[src/rtl/i2c_pkg.sv]
// Shared I2C definitions used by the target and the controller.
// State encoding and bus field widths.
package i2c_pkg;

  localparam int I2C_ADDR_W = 7;
  localparam int I2C_BYTE_W = 8;
  localparam logic [I2C_ADDR_W-1:0] I2C_GEN_CALL_ADDR = 7'h00;
  localparam int I2C_RW_BIT = 0;

  typedef enum logic [2:0] {
    S_IDLE,
    S_ADDR,
    S_ADDR_ACK,
    S_RX,
    S_RX_ACK,
    S_TX,
    S_TX_ACK,
    S_IGNORE
  } i2c_state_t;

endpackage

[src/rtl/i2c_line_sync.sv]
// Pad synchroniser, FILTER_LEN-sample glitch filter and edge strobes.
// Pad edge to strobe latency is 2+FILTER_LEN clocks.
module i2c_line_sync #(
  parameter int FILTER_LEN = 3
) (
  input  logic clk_i,
  input  logic reset,
  input  logic i_pad,
  output logic o_level,
  output logic o_rise,
  output logic o_fall
);

  localparam int CW =
    (FILTER_LEN > 1) ? $clog2(FILTER_LEN) : 1;
  localparam logic [CW-1:0] LAST = CW'(FILTER_LEN - 1);

  logic          r_s1;
  logic          r_s2;
  logic          r_lvl;
  logic          r_rise;
  logic          r_fall;
  logic [CW-1:0] r_cnt;

  // Lines idle high, so reset to 1 to avoid a spurious edge.
  always_ff @(posedge clk_i or posedge reset) begin
    if (reset) begin
      r_s1   <= 1'b1;
      r_s2   <= 1'b1;
      r_lvl  <= 1'b1;
      r_rise <= 1'b0;
      r_fall <= 1'b0;
      r_cnt  <= '0;
    end else begin
      r_s1   <= i_pad;
      r_s2   <= r_s1;
      r_rise <= 1'b0;
      r_fall <= 1'b0;
      if (r_s2 != r_lvl) begin
        if (r_cnt == LAST) begin
          r_lvl  <= r_s2;
          r_cnt  <= '0;
          r_rise <= r_s2;
          r_fall <= ~r_s2;
        end else begin
          r_cnt <= r_cnt + 1'b1;
        end
      end else begin
        r_cnt <= '0;
      end
    end
  end

  assign o_level = r_lvl;
  assign o_rise  = r_rise;
  assign o_fall  = r_fall;

endmodule

[src/rtl/i2c_target.sv]
// I2C 7-bit target, open-drain SDA, no clock stretching.
// Define I2C_GENERAL_CALL_EN to ACK general-call writes.
module i2c_target
  import i2c_pkg::*;
#(
  parameter int FILTER_LEN = 3
) (
  input  logic                  clk_i,
  input  logic                  reset,
  input  logic [I2C_ADDR_W-1:0] own_addr,
  input  logic                  scl_i,
  input  logic                  sda_i,
  output logic                  sda_oe,
  output logic [I2C_BYTE_W-1:0] rx_data,
  output logic                  rx_valid,
  output logic                  tx_load,
  input  logic [I2C_BYTE_W-1:0] tx_data,
  output logic                  addressed,
  output logic                  stop_det
);

  logic w_scl_lvl;
  logic w_scl_rise;
  logic w_scl_fall;
  logic w_sda_lvl;
  logic w_sda_rise;
  logic w_sda_fall;

  i2c_line_sync #(.FILTER_LEN(FILTER_LEN)) u_scl (
    .clk_i   (clk_i),
    .reset   (reset),
    .i_pad   (scl_i),
    .o_level (w_scl_lvl),
    .o_rise  (w_scl_rise),
    .o_fall  (w_scl_fall)
  );

  i2c_line_sync #(.FILTER_LEN(FILTER_LEN)) u_sda (
    .clk_i   (clk_i),
    .reset   (reset),
    .i_pad   (sda_i),
    .o_level (w_sda_lvl),
    .o_rise  (w_sda_rise),
    .o_fall  (w_sda_fall)
  );

  i2c_state_t            r_state;
  logic [I2C_BYTE_W-1:0] r_shift;
  logic [3:0]            r_cnt;
  logic                  r_sda_oe;
  logic [I2C_BYTE_W-1:0] r_rx_data;
  logic                  r_rx_valid;
  logic                  r_tx_load;
  logic                  r_addressed;
  logic                  r_stop_det;
  logic                  r_rw;
  logic                  r_gc;

  logic                  w_scl_edge;
  logic                  w_start;
  logic                  w_stop;
  logic [I2C_BYTE_W-1:0] w_byte;
  logic                  w_match;
  logic                  w_gc;

  // An SCL edge in the same cycle masks the SDA edge.
  assign w_scl_edge = w_scl_rise | w_scl_fall;
  assign w_start = w_sda_fall & w_scl_lvl & ~w_scl_edge;
  assign w_stop  = w_sda_rise & w_scl_lvl & ~w_scl_edge;
  assign w_byte  = {r_shift[I2C_BYTE_W-2:0], w_sda_lvl};
  assign w_match = w_byte[I2C_BYTE_W-1:1] == own_addr;

`ifdef I2C_GENERAL_CALL_EN
  assign w_gc = w_byte == {I2C_GEN_CALL_ADDR, 1'b0};
`else
  assign w_gc = 1'b0;
`endif

  always_ff @(posedge clk_i or posedge reset) begin
    if (reset) begin
      r_state     <= S_IDLE;
      r_shift     <= '0;
      r_cnt       <= '0;
      r_sda_oe    <= 1'b0;
      r_rx_data   <= '0;
      r_rx_valid  <= 1'b0;
      r_tx_load   <= 1'b0;
      r_addressed <= 1'b0;
      r_stop_det  <= 1'b0;
      r_rw        <= 1'b0;
      r_gc        <= 1'b0;
    end else begin
      r_rx_valid <= 1'b0;
      r_tx_load  <= 1'b0;
      r_stop_det <= 1'b0;
      // tx_data is captured during the tx_load cycle.
      if (r_tx_load) begin
        r_shift  <= tx_data;
        r_sda_oe <= ~tx_data[I2C_BYTE_W-1];
      end
      if (w_stop) begin
        r_state     <= S_IDLE;
        r_cnt       <= '0;
        r_sda_oe    <= 1'b0;
        r_addressed <= 1'b0;
        r_stop_det  <= 1'b1;
      end else if (w_start) begin
        r_state     <= S_ADDR;
        r_cnt       <= '0;
        r_shift     <= '0;
        r_sda_oe    <= 1'b0;
        r_addressed <= 1'b0;
      end else begin
        unique case (r_state)
          S_IDLE, S_IGNORE: begin
            r_sda_oe <= 1'b0;
          end
          S_ADDR: begin
            if (w_scl_rise) begin
              r_shift <= w_byte;
              if (r_cnt == 4'd7) begin
                r_cnt <= 4'd8;
                r_rw  <= w_byte[I2C_RW_BIT];
                r_gc  <= ~w_match;
                if (w_match || w_gc) begin
                  r_state <= S_ADDR_ACK;
                end else begin
                  r_state <= S_IGNORE;
                end
              end else begin
                r_cnt <= r_cnt + 4'd1;
              end
            end
          end
          S_ADDR_ACK: begin
            if (w_scl_rise) begin
              r_cnt <= '0;
            end else if (w_scl_fall && r_cnt == 4'd8) begin
              r_sda_oe    <= 1'b1;
              r_addressed <= ~r_gc;
            end else if (w_scl_fall) begin
              if (r_rw) begin
                r_state   <= S_TX;
                r_tx_load <= 1'b1;
              end else begin
                r_state  <= S_RX;
                r_sda_oe <= 1'b0;
              end
            end
          end
          S_RX: begin
            if (w_scl_rise) begin
              r_shift <= w_byte;
              if (r_cnt == 4'd7) begin
                r_cnt      <= 4'd8;
                r_rx_data  <= w_byte;
                r_rx_valid <= 1'b1;
                r_state    <= S_RX_ACK;
              end else begin
                r_cnt <= r_cnt + 4'd1;
              end
            end
          end
          S_RX_ACK: begin
            if (w_scl_rise) begin
              r_cnt <= '0;
            end else if (w_scl_fall && r_cnt == 4'd8) begin
              r_sda_oe <= 1'b1;
            end else if (w_scl_fall) begin
              r_sda_oe <= 1'b0;
              r_state  <= S_RX;
            end
          end
          S_TX: begin
            if (w_scl_rise) begin
              r_cnt <= r_cnt + 4'd1;
            end else if (w_scl_fall && r_cnt == 4'd8) begin
              r_sda_oe <= 1'b0;
              r_state  <= S_TX_ACK;
            end else if (w_scl_fall) begin
              r_shift  <= r_shift << 1;
              r_sda_oe <= ~r_shift[I2C_BYTE_W-2];
            end
          end
          S_TX_ACK: begin
            if (w_scl_rise) begin
              r_cnt <= '0;
              if (w_sda_lvl) begin
                r_state <= S_IGNORE;
              end
            end else if (w_scl_fall && r_cnt == 4'd0) begin
              r_tx_load <= 1'b1;
              r_state   <= S_TX;
            end
          end
          default: begin
            r_state  <= S_IDLE;
            r_sda_oe <= 1'b0;
          end
        endcase
      end
    end
  end

  assign sda_oe    = r_sda_oe;
  assign rx_data   = r_rx_data;
  assign rx_valid  = r_rx_valid;
  assign tx_load   = r_tx_load;
  assign addressed = r_addressed;
  assign stop_det  = r_stop_det;

endmodule
[config.mk]
export PLATFORM = sky130hd
export DESIGN_NAME = i2c_target
export DESIGN_NICKNAME = d
export VERILOG_FILES = /design/src/rtl/i2c_pkg.sv /design/src/rtl/i2c_line_sync.sv /design/src/rtl/i2c_target.sv
export SDC_FILE = /design/constraint.sdc
export NUM_CORES = 1
export LEC_CHECK = 0
export ABC_CLOCK_PERIOD_IN_PS = 4900
export BUFFER_PORTS_ARGS = -buffer_cell sky130_fd_sc_hd__buf_2
export CORE_MARGIN = 3
export CORE_UTILIZATION = 45
export CTS_CLUSTER_DIAMETER = 120
export DETAILED_ROUTE_END_ITERATION = 8
export GPL_ROUTABILITY_DRIVEN = 0
export SLEW_MARGIN = 15
export SYNTH_ARGS = -nofsm -noshare
export SYNTH_HDL_FRONTEND = slang
export SYNTH_SLANG_ARGS = --single-unit
[constraint.sdc]
create_clock -name clk_i -period 4.9 [get_ports clk_i]
set_input_delay 0.245 -clock clk_i [delete_from_list [all_inputs] [get_ports clk_i]]
set_output_delay 0.245 -clock clk_i [all_outputs]
set_load 0.1 [all_outputs]
==> summary.md, run 1 <==
| Metric | Value |
|---|---|
| Min Tclk post-route | `around 2.4 ns` |
| Syn. warnings | `0` |
| Clock Skew | `between 0.004 and 0.005 ns` |
| Clk root buf | `clkbuf_8` |
| Final hold violations | `0` |
| WL per Instance | `around 15 µm` |
| Max FO, Critical Path | `28` |
| Critical path's largest stage delay | `between 0.9 and 1 ns` |
| Yosys cell types | `between 50 and 60` |
| GR Overflow Total | `0` |
| Mapped cell area | `between 2000 and 2500 µm²` |
| R2R cell count | `4` |
| Starting Density | `a little under half` |
| Placed insts | `about 320` |
| Share of the synthesized area in the top cell type | `a little under two fifths` |
| Full die area | `about 6300 µm²` |
| First-iteration detailed-routing DRC count | `100` |
| FFs w/ async S/R, synth | `between 90% and 100%` |
| End of the worst hold path | `u_scl.r_s1$_DFF_PP1_` |
| Switching portion of total power | `a little under two fifths` |
| DRT met1 WL | `about 2.5 mm` |
| Final period util | `49.4%` |
| Crit end category | `register` |
| Via density | `around 5.5` |
| Yosys top cell by area | `dfrtp_1` |
| H-tree Lvls | `2` |
| Flops & latches, synth | `between 40 and 50` |
| Ant diodes | `0` |
| Setup bufs post-CTS | `0` |
| Post-Route Setup TNS | `0 ns` |
| P_sw | `between 0.0004 and 0.0005 W` |
| I/O Buffers | `31` |
| CTS-repair resized insts | `0` |
| CTS tree | `yes` |
| Slew HR | `around two fifths` |
| Final Max Tran Viols | `0` |
| Vias in the first global route | `around 1.7k` |
| Clk pwr share | `22.5%` |
| Status | `finished clean` |
| Initial antenna violation count | `0` |
| Final ANT Viol Nets | `0` |
| Buf+Inv Stages, Crit Path | `0` |
| Seq pwr share | `a little under half` |
| Critical path's top delay family | `simple AND/OR/NAND/NOR gates` |
| Top_reg_cell synth | `dfrtp_1` |
| EDFF count, synth | `0` |
| Row cnt | `26` |
| Highest clock rate | `413 MHz` |
| Core ar. | `5140 µm²` |
| Most Frequent Cell on Critical Path | `nand2_1` |
| Routed vias | `around 1.8k` |
| # DRC | `0` |
| Die Span Y | `just under 80 µm` |
| Critical Path Slowest Stage Cell | `dfrtp_1` |
| Fin nets | `281` |
| Hold path start | `scl_i` |
| CP startpoint kind | `register` |
| Peak supply drop | `approximately 0.00021 V` |
| Clock Sinks | `43` |
| Share of layout cells above drive strength 1 | `26.1%` |
| Reg-to-reg setup timing slack | `between 2 and 2.5 ns` |
| Slew @ Worst Pin | `~0.90 ns` |
| Gr usage total | `16.8%` |
| P_leak | `roughly 1.2 nW` |
| Clock Pin Slew Worst Setup and Hold Paths | `roughly 0.08 ns` |
| Combinational fraction of design power | `29.9%` |
| Worst r2r src | `r_state[0]$_DFFE_PP0P_` |
| Worst R2R End | `rx_data[0]$_DFFE_PP0P_` |
| Int Pwr | `a little under 0.0008 W` |
| Largest net degree at the start of global routing | `44` |
| Crit path required time | `5.08 ns` |
| CP cell instances | `nand2_1 -> nor3_1 -> nand2_1 -> mux2_2` |
| Max-capacitance violation count | `0` |
| Met2 wire len | `~2.2 mm` |
| Non-Filler Instances | `331` |
| Synthesized instance count | `between 200 and 250` |
| Ranking of synthesized cells by area | `dfrtp_1, dfstp_2, mux2_2, nand2_1, mux2i_1` |
| CP arrival | `~2.6 ns` |
| Max Used Layer | `met4` |
| First-pass DRT Iterations | `4` |
| Global-route wire length before repair | `8.25 mm` |
| Routed length on met3 | `around 210 µm` |
| Num ports | `32` |
| Hold-fix buffers at CTS | `0` |
| Fillers | `511` |
| # setup viols final | `0` |
| Hold Crit Depth | `1` |
| Avg Cell Area, Syn | `between 10 and 15 µm²` |
| Bufs on Longest Clock Path | `2` |
| Area Overhead vs Synth | `10.2%` |
| HPWL after DPL | `3.40 mm` |
| RSZ-0062 raised after global routing | `false` |
| Final wirelength | `between 4 and 5 mm` |
| Sequential area share after synthesis | `44.9%` |
| Die Wd | `about 79 µm` |
| Syn nets | `between 200 and 300` |
| Worst Hold Class | `in2reg` |
| Clock latency on the worst-skew pair | `a little under 0.3 ns` |
| PwrDens | `roughly 480 nW/µm²` |
| Kind of critical path | `reg2reg` |
| CTS Buf Count | `5` |
==> cell families after synthesis <==
family	synth area share, %
AOI/OAI and AO/OA	17.2
and+or+nand+nor	16.1
xor gates and xnor gates	3.63
buffers and inverters	6.90
muxes	9.80
DFF	44.9
adders and majority gates	1.45
==> final cells by class <==
class	instances	area (µm²)	area share, %
clock inverter	2	35.0	1.32
tap	70	87.6	3.29
timing repair buffer	32	163	6.12
clock buffer	6	82.6	3.11
multi-input combinational	166	1160	43.7
sequential	43	1080	40.8
inverter	12	45.0	1.69
==> worst register-to-register path, stage by stage, from the launching register on <==
cell and delay [ns]:
dfrtp_1 0.93, nand2_1 0.35, nor3_1 0.30, nand2_1 0.33, mux2_2 0.41
==> sequential cells by signal, summed over array words and instances, names as in the netlist, 2 cells and up <==
signal and cells:
r_shift 7, rx_data 8, r_state 3, u_sda.r_cnt 2, r_cnt 4, u_scl.r_cnt 2
==> worst max-delay path by stage <==
stage | slack (ns) | start | cells past startpoint | end
6_report | 2.48 | r_state[0]$_DFFE_PP0P_ | 4 | rx_data[0]$_DFFE_PP0P_
3_3_place_gp | 2.65 | r_state[0]$_DFFE_PP0P_ | 4 | rx_data[2]$_DFFE_PP0P_
3_5_place_dp | 2.53 | r_state[0]$_DFFE_PP0P_ | 4 | rx_data[2]$_DFFE_PP0P_
5_1_grt | 2.27 | r_state[0]$_DFFE_PP0P_ | 4 | rx_data[0]$_DFFE_PP0P_
2_1_floorplan | 2.94 | tx_load$_DFF_PP0_ | 4 | sda_oe$_DFF_PP0_
4_1_cts | 2.52 | r_state[0]$_DFFE_PP0P_ | 4 | rx_data[1]$_DFFE_PP0P_
==> cells in the final DEF, fill, tap and decap left out, types with 2 or more instances in the layout <==
| cell type | count |
|---|---|
| dfstp_2 | 6 |
| nand4_1 | 2 |
| inv_1 | 11 |
| nand2b_1 | 7 |
| o21ai_0 | 17 |
| nand2_1 | 27 |
| o32ai_1 | 3 |
| nand4b_1 | 2 |
| a31oi_1 | 2 |
| nor3b_1 | 3 |
| dfrtp_1 | 37 |
| buf_2 | 31 |
| mux2_2 | 13 |
| xnor2_1 | 4 |
| nor2_1 | 13 |
| o22ai_1 | 2 |
| xor2_1 | 6 |
| o22ai_2 | 2 |
| nand3b_1 | 3 |
| o21a_1 | 2 |
| a211oi_1 | 5 |
| mux2i_1 | 9 |
| o211ai_1 | 2 |
| ha_1 | 2 |
| nor3_1 | 6 |
| a21oi_1 | 7 |
| clkbuf_8 | 6 |
| nand3_1 | 2 |
==> synth_stat cells, types with 2 or more instances <==
library cell,instances
o211ai_1,2
inv_1,12
nand4b_1,2
a211oi_1,5
ha_1,2
o21ai_0,17
o22ai_1,2
dfstp_2,6
buf_2,2
o21a_1,2
a31oi_1,2
nand3_1,2
mux2_2,13
nor3_1,6
nor2_1,13
buf_6,6
nor3b_1,3
dfrtp_1,37
nand2b_1,7
a21oi_1,7
mux2i_1,9
o22ai_2,2
buf_4,2
xnor2_1,4
o32ai_1,3
nand3b_1,3
xor2_1,6
nand4_1,2
nand2_1,27
==> power groups by stage <==
stage          Combinational, W  Clock (W)  Sequential (W)
2_1_floorplan          0.000409          0        0.000522
3_3_place_gp           0.000371          0        0.000607
3_5_place_dp           0.000375          0        0.000606
4_1_cts                0.000380   0.000293        0.000599
5_1_grt                0.000424   0.000307        0.000624
6_report               0.000378   0.000285        0.000603
==> through the flow <==
step	hold WS, ns	power [W]	utilization, %	instance area, µm²	setup WS, ns
2_1_floorplan	0.249	0.000931	-	2410	2.94
3_3_place_gp	0.346	0.000977	49.4	2540	2.65
3_5_place_dp	0.347	0.000981	49.4	2540	2.53
4_1_cts	0.0301	0.00127	51.7	2660	2.52
5_1_grt	0.0200	0.00135	51.7	2660	2.27
6_report	0.0430	0.00127	51.7	2660	2.48
==> metal layers <==
layer	vias to the layer above	global-route usage (%)
li1	891	-
met1	868	25.7
met3	5	3.85
met2	40	23.5
met5	-	0
met4	0	5.15
Note: power is estimated with default switching activity, not from simulation.
==> run 2: changes to the inputs <==
Settings changed: ABC_CLOCK_PERIOD_IN_PS 4900 to 2100, PLACE_DENSITY set to 0.67.
Clock period 4.9 ns to 2.1 ns, I/O delays scaled along.
==> summary.md, run 2 (synthesized netlist as in run 1, its figures left out) <==
| Metric | Value |
|---|---|
| Bufs on Longest Clock Path | `2` |
| Switching portion of total power | `37.6%` |
| Initial antenna violation count | `0` |
| H-tree Lvls | `2` |
| CTS Buf Count | `5` |
| Slew HR | `67.1%` |
| Area Overhead vs Synth | `15.0%` |
| Peak supply drop | `~0.00056 V` |
| Gr usage total | `between 10% and 20%` |
| Most common cell after layout, fill and taps aside | `dfrtp_1` |
| First-iteration detailed-routing DRC count | `between 100 and 150` |
| CP startpoint kind | `register` |
| Fin nets | `between 200 and 300` |
| I/O Buffers | `31` |
| Final hold violations | `0` |
| Num ports | `32` |
| Critical Path Slowest Stage Cell | `or4b_4` |
| Clk root buf | `clkbuf_8` |
| CTS tree | `yes` |
| Worst r2r src | `r_cnt[0]$_DFFE_PP0P_` |
| CP cell instances | `inv_1 -> ha_1 -> or4b_4 -> o22ai_2 -> nor2_1 -> o32ai_1 -> a2111oi_1` |
| Die Span Y | `between 70 and 80 µm` |
| Final instance area | `2770 µm²` |
| Min Tclk post-route | `around 1.9 ns` |
| Critical path's top delay family | `simple AND/OR/NAND/NOR gates` |
| Clock Sinks | `43` |
| Max FO, Critical Path | `7` |
| Final wirelength | `a little under 5 mm` |
| Setup ws final | `approximately 0.18 ns` |
| Buf+Inv Stages, Crit Path | `1` |
| Full die area | `6280 µm²` |
| Hold path start | `tx_data[0]` |
| # setup viols final | `0` |
| Clock latency on the worst-skew pair | `0.29 ns` |
| Worst Hold Class | `in2reg` |
| Final Max Tran Viols | `0` |
| Share of layout cells above drive strength 1 | `29.5%` |
| P_sw | `roughly 0.0011 W` |
| GR Overflow Total | `0` |
| Most frequent cells in the layout | `dfrtp_1, buf_2, nand2_1` |
| Max-capacitance violation count | `0` |
| PwrDens | `1080 nW/µm²` |
| Crit path required time | `between 2 and 2.5 ns` |
| Max FFs per register | `8` |
| Highest clock rate | `around 520 MHz` |
| First-pass DRT Iterations | `4` |
| Routed vias | `~1.9k` |
| Final design utilization | `~54%` |
| CP arrival | `between 2 and 2.5 ns` |
| Crit end category | `register` |
| Worst Setup SP | `r_cnt[0]$_DFFE_PP0P_` |
| # DRC | `0` |
| Clock Pin Slew Worst Setup and Hold Paths | `roughly 0.080 ns` |
| Setup WS pre-CTS | `0.104 ns` |
| HPWL after DPL | `3.63 mm` |
| Clk pwr share | `about a fifth` |
| Clock Skew | `0.00701 ns` |
| Global-route wire length before repair | `just under 9 mm` |
| Combinational fraction of design power | `about a third` |
| Via density | `5.42` |
| Final ANT Viol Nets | `0` |
| RSZ-0062 raised after global routing | `false` |
| Row cnt | `26` |
| WL per Instance | `roughly 14 µm` |
| Ant diodes | `0` |
| Critical path's largest stage delay | `~0.47 ns` |
| Fillers | `slightly above 500` |
| Core ar. | `~5100 µm²` |
| Vias in the first global route | `1831` |
| Starting Density | `between 40% and 50%` |
| DP Area | `~2600 µm²` |
| Setup bufs post-CTS | `0` |
| Die Wd | `approximately 79 µm` |
| Slew @ Worst Pin | `a little under 0.5 ns` |
| Final period util | `between 90% and 100%` |
| P_leak | `between 1 and 1.5 nW` |
| Int Pwr | `0.00186 W` |
| Seq pwr share | `a little over two fifths` |
| Largest net degree at the start of global routing | `26` |
| Post-Route Setup TNS | `0 ns` |
| Status | `finished clean` |
| Kind of critical path | `reg2reg` |
==> run 2: layout make-up <==
type	count	area (µm²)	share of cell area, %
multi-input combinational	166	1170	42.2
tap	70	87.6	3.16
clock inverter	3	43.8	1.58
inverter	12	45.0	1.62
clock buffer	5	68.8	2.48
timing repair buffer	46	275	9.92
sequential	43	1080	39.1
==> run 2: path summary, 6_finish.rpt <==
path                                                  end  slack, ns  cells after the start
worst max-delay path               r_state[2]$_DFFE_PP0P_       0.18                      7
worst min-delay path                 r_shift[0]$_DFF_PP0_        0.1                      3
worst max register to register     r_state[2]$_DFFE_PP0P_       0.18                      7
worst min register to register       u_scl.r_s2$_DFF_PP1_       0.36                      0
max in group asynchronous       u_scl.o_level$_DFFE_PP1P_       1.34                      4
min in group asynchronous          rx_data[5]$_DFFE_PP0P_       0.21                      3
==> run 2: what timing repair did <==
action | CTS | global route
endpoints found under the setup margin | 0 | 8
hold buffers | 3 | 0
gates resized for setup | 0 | 2
endpoints found under the hold margin | 39 | 0
==> run 2: power groups by stage <==
stage               Clock, W  Combinational, W  Sequential [W]
finish              0.000639           0.00104         0.00131
CTS                 0.000667           0.00104         0.00131
global placement           0           0.00101         0.00132
global route        0.000688           0.00118         0.00136
floorplan                  0          0.000954         0.00122
detailed placement         0           0.00103         0.00132
==> run 2: layer usage <==
layer / GRT usage (%) / vias to the layer above / share of wire, %
met5: 0 / - / 0
met4: 5.84 / 0 / 1.5
met3: 3.51 / 7 / 3.8
met2: 27.6 / 42 / 49
met1: 24.5 / 903 / 45
li1: - / 917 / -
==> run 2: stage by stage <==
step                hold WS, ns  instances  total power, W
finish                   0.0982        345         0.00299
global route              0.101        345         0.00322
CTS                      0.0963        345         0.00301
detailed placement      -0.0375        334         0.00234
global placement        -0.0377        334         0.00233
floorplan                 0.109        235         0.00217
==> run 2: worst min-delay path: cells and delay by family <==
family | cells | cell delay (ns)
AO/OA/AOI/OAI | 1 | 0.12
multiplexers | 1 | 0.05
buffers and inverters | 1 | 0.08
